==> src/rtl/switch_debounce_ctrl.sv <==
// Multi-channel slide-switch front end: 2-flop sync, per-channel debounce,
// rise/fall strobes and LEVEL/TOGGLE output modes.
module switch_debounce_ctrl #(
    parameter int WIDTH           = 4,
    parameter int DEBOUNCE_CYCLES = 1000000
) (
    input  logic             CLOCK,
    input  logic             RESET_N,
    input  logic [WIDTH-1:0] SWITCHES,
    input  logic             MODE,
    output logic [WIDTH-1:0] out,
    output logic [WIDTH-1:0] rise,
    output logic [WIDTH-1:0] fall
);

    localparam int CNT_W = $clog2(DEBOUNCE_CYCLES + 1);
    localparam logic [CNT_W-1:0] CNT_MAX = CNT_W'(DEBOUNCE_CYCLES - 1);

    logic [WIDTH-1:0] sync1_q, sync1_d;
    logic [WIDTH-1:0] sync2_q, sync2_d;
    logic [WIDTH-1:0] stable_q, stable_d;
    logic [WIDTH-1:0] stable_dly_q, stable_dly_d;
    logic [WIDTH-1:0] out_q, out_d;
    logic [WIDTH-1:0] rise_q, rise_d;
    logic [WIDTH-1:0] fall_q, fall_d;
    logic [CNT_W-1:0] cnt_q [WIDTH];
    logic [CNT_W-1:0] cnt_d [WIDTH];

    always_comb begin
        sync1_d  = SWITCHES;
        sync2_d  = sync1_q;
        stable_d = stable_q;
        cnt_d    = cnt_q;
        // A bounce back to the accepted level restarts the count.
        for (int i = 0; i < WIDTH; i++) begin
            if (sync2_q[i] == stable_q[i]) begin
                cnt_d[i] = '0;
            end else if (cnt_q[i] == CNT_MAX) begin
                stable_d[i] = sync2_q[i];
                cnt_d[i]    = '0;
            end else begin
                cnt_d[i] = cnt_q[i] + CNT_W'(1);
            end
        end
        stable_dly_d = stable_q;
        rise_d       = stable_q & ~stable_dly_q;
        fall_d       = ~stable_q & stable_dly_q;
        out_d        = MODE ? (out_q ^ rise_d) : stable_q;
    end

    always_ff @(posedge CLOCK) begin
        if (!RESET_N) begin
            sync1_q      <= '0;
            sync2_q      <= '0;
            stable_q     <= '0;
            stable_dly_q <= '0;
            out_q        <= '0;
            rise_q       <= '0;
            fall_q       <= '0;
            cnt_q        <= '{default: '0};
        end else begin
            sync1_q      <= sync1_d;
            sync2_q      <= sync2_d;
            stable_q     <= stable_d;
            stable_dly_q <= stable_dly_d;
            out_q        <= out_d;
            rise_q       <= rise_d;
            fall_q       <= fall_d;
            cnt_q        <= cnt_d;
        end
    end

    assign out  = out_q;
    assign rise = rise_q;
    assign fall = fall_q;

endmodule

==> config.mk <==
export PLATFORM = sky130hd
export DESIGN_NAME = switch_debounce_ctrl
export DESIGN_NICKNAME = d
export VERILOG_FILES = /design/src/rtl/switch_debounce_ctrl.sv
export SDC_FILE = /design/constraint.sdc
export NUM_CORES = 1
export LEC_CHECK = 0
export CORE_MARGIN = 5
export CORE_UTILIZATION = 56
export CTS_BUF_LIST = sky130_fd_sc_hd__clkbuf_2
export DETAILED_ROUTE_END_ITERATION = 8
export MAX_ROUTING_LAYER = met4
export PLACE_DENSITY = 0.76
export SETUP_SLACK_MARGIN = 0.3
export SYNTH_ARGS = -nofsm -noshare
export SYNTH_HDL_FRONTEND = slang
export SYNTH_SLANG_ARGS = --single-unit
export TNS_END_PERCENT = 10
==> constraint.sdc <==
create_clock -name CLOCK -period 1.8 [get_ports CLOCK]
set_input_delay 0.54 -clock CLOCK [delete_from_list [all_inputs] [get_ports CLOCK]]
set_output_delay 0.54 -clock CLOCK [all_outputs]
set_load 0.01 [all_outputs]
==> impl_metrics.tcl <==
set metrics [dict create \
    status "finished with violations" \
    violations "setup timing" \
    skew_ns 0.0304 \
    worst_pin_slew_ns 0.449 \
    io_buffers 18 \
    worst-path-max-fanout 10 \
    grt.overflow.total 0 \
    drive_above_1_share_pct 35.1 \
    ys_seq_area_share_pct 47.7 \
    yosysMostFrequentCell "dfxtp_1" \
    firstDrtPassIters 4 \
    cts_tree "built" \
    via_count 3824 \
    syn_to_final_growth_pct 28.8 \
    cts.sinks 108 \
    avgSynthCellArea_sq_um 9.00 \
    finalHoldViolations 0 \
    fin_crit_ns 1.98 \
    htreeDepth 3 \
    required_ns 2.29 \
    vias_per_cell 5.64 \
    async_flop_share_pct 0 \
    yosys-top-cells-area "dfxtp_1 (48%), xor2_1 (5.6%), nor2_1 (5.1%), xnor2_1 (3.9%), a21oi_1 (3.3%)" \
    dieWidth_microns 100 \
    numCtsBuffers 9 \
    die_h_microns 100 \
    synth_area_sq_um 4530 \
    max_cap_violations 0 \
    syn_nets 515 \
    finalPower_mw 3.56 \
    critical_path_class "flop to flop" \
    dp_hpwl_mm 6.45 \
    fin_nets 584 \
    root_buffer "clkbuf_2" \
    final_area_sq_um 5840 \
    gp_congestion 0.882 \
    grt_pass1_wl_mm 16.5 \
    clockBufferDepth 2 \
    rows 32 \
    holdBufCountCts 0 \
    wl_per_cell_microns 14.8 \
    worstPathArrival_ns 2.48 \
    synthTopCellsByCount "dfxtp_1 (108), nor2_1 (62), a21oi_1 (30), xor2_1 (29), nand3_1 (28)" \
    slew_headroom_pct 69.8 \
    dp_slack_ns -0.101 \
    io-pin-count 19 \
    setup_violations 22 \
    cp-start-kind "flop" \
    drt_iter0_drc 75 \
    cellPowerDensity_nw_per_um2 609 \
    syn_inst 504 \
    initial_core_util_pct 58.1 \
    grt_max_degree 26 \
    track_usage_pct 20.6 \
    cp-end-kind "flop" \
    synth_top_area_share_pct 47.7 \
    ir_drop_mv 0.425 \
    grt_pass1_vias 3788 \
    synth_edf_count 0 \
    path_clk_slew_ns 0.27 \
    core_area_sq_um 7810 \
    n_antenna_cell 0 \
    dominantRegCellSynth "dfxtp_1" \
    period_share_pct 110 \
    ys_types 42 \
    die-area_sq_um 10000 \
    drc_errors 0 \
    clk-insertion-delay-late_ns 0.57 \
    dpl_cell_area_sq_um 5250 \
    rsz0062_at_grt "true" \
    drv_slew 0 \
    ys_ff_latch 108 \
    ant_nets 0 \
    antenna_found_initial 0 \
    layout_setup_ws_ns -0.183 \
    ys_warn_count 0 \
    yosysTopAreaCell "dfxtp_1" \
    holdCritPathClass "flop to flop" \
    p_leak_nw 1.95 \
    wl_mm 10.0 \
    fmax_ghz 0.504 \
]
-- cells in the final DEF (no fill, tap or decap), drive strengths merged, types with 5 or more instances in the layout --
master	count
clkbuf	10
nor3	5
nand2	24
o31ai	10
or4	17
nor4	7
xnor2	20
buf	67
clkdlybuf4s50	6
and3	12
nor2	62
or3	20
and2	17
inv	21
nand3	28
dfxtp	108
o21ai	24
nand4	18
xor2	29
a21oi	30
-- sequential cells by signal, summed over array words and instances, names as in the netlist --
| register | cells |
|---|---|
| stable_dly_d | 4 |
| stable_dly_q | 4 |
| cnt_q | 80 |
| out | 4 |
| sync1_q | 4 |
| sync2_q | 4 |
| fall | 4 |
| rise | 4 |
-- area by class of cell --
type | instances | area, sq um
Sequential cell | 108 | 2230
Multi-Input combinational cell | 361 | 2660
Fill cell | 555 | 1970
Clock buffer | 10 | 50.0
Timing Repair Buffer | 73 | 653
Inverter | 20 | 75.1
Clock inverter | 4 | 51.3
Tap cell | 102 | 128
-- timing repair --
action / 4_1_cts / 5_1_grt
endpoints found under the setup margin: 92 / 93
resized for setup: 135 / 55
buffers inserted: 2 / 1
pin swaps: 84 / 48
-- metrics by stage --
step                TNS [ns]  utilization [%]  hold WS [ns]  instances
global route           -4.11             74.8         0.475        678
detailed placement     -1.98             67.3         0.424        661
CTS                    -2.68             72.1         0.456        677
global placement       -1.19             67.3         0.420        661
floorplan             -0.695                -         0.411        504
finish                 -3.60             74.8         0.461        678
-- metal layers --
| layer | GRT usage [%] | routed length (microns) |
|---|---|---|
| met1 | 22.8 | 4270 |
| met2 | 36.1 | 5270 |
| met3 | 5.35 | 315 |
| met4 | 6.53 | 148 |
| met5 | - | 0 |
-- worst max-delay path, cell delays in order, from the launching register on --
cell and delay (ns):
dfxtp_2 0.39, or4b_1 0.53, or4_4 0.57, o211ai_4 0.21
buf_6 0.17, a21oi_1 0.04
-- logic make-up after synthesis --
family | count (synthesis) | share of synthesized area (%)
simple gates | 230 | 27.6
flops | 108 | 47.7
compound gates | 74 | 9.60
xor+xnor | 49 | 9.46
buf+inv | 35 | 3.53
mux | 4 | 0.993
fa+ha+maj | 4 | 1.10
-- power by group --
group	total, mW	switching, mW	internal, mW
Sequential	2.41	0.00675	2.40
Combinational	0.0898	0.0487	0.0411
Clock	1.06	0.745	0.314
-- worst paths after layout --
kind	startpoint	endpoint	slack, ns	cells past startpoint
setup / recovery	cnt_q[50]	cnt_q[57]	-0.18	5
hold / removal	sync1_q[1]	sync2_q[1]	0.46	1
setup reg to reg	cnt_q[50]	cnt_q[57]	-0.18	5
hold reg to reg	sync1_q[1]	sync2_q[1]	0.46	1
Power figures use the tool's default switching activity.
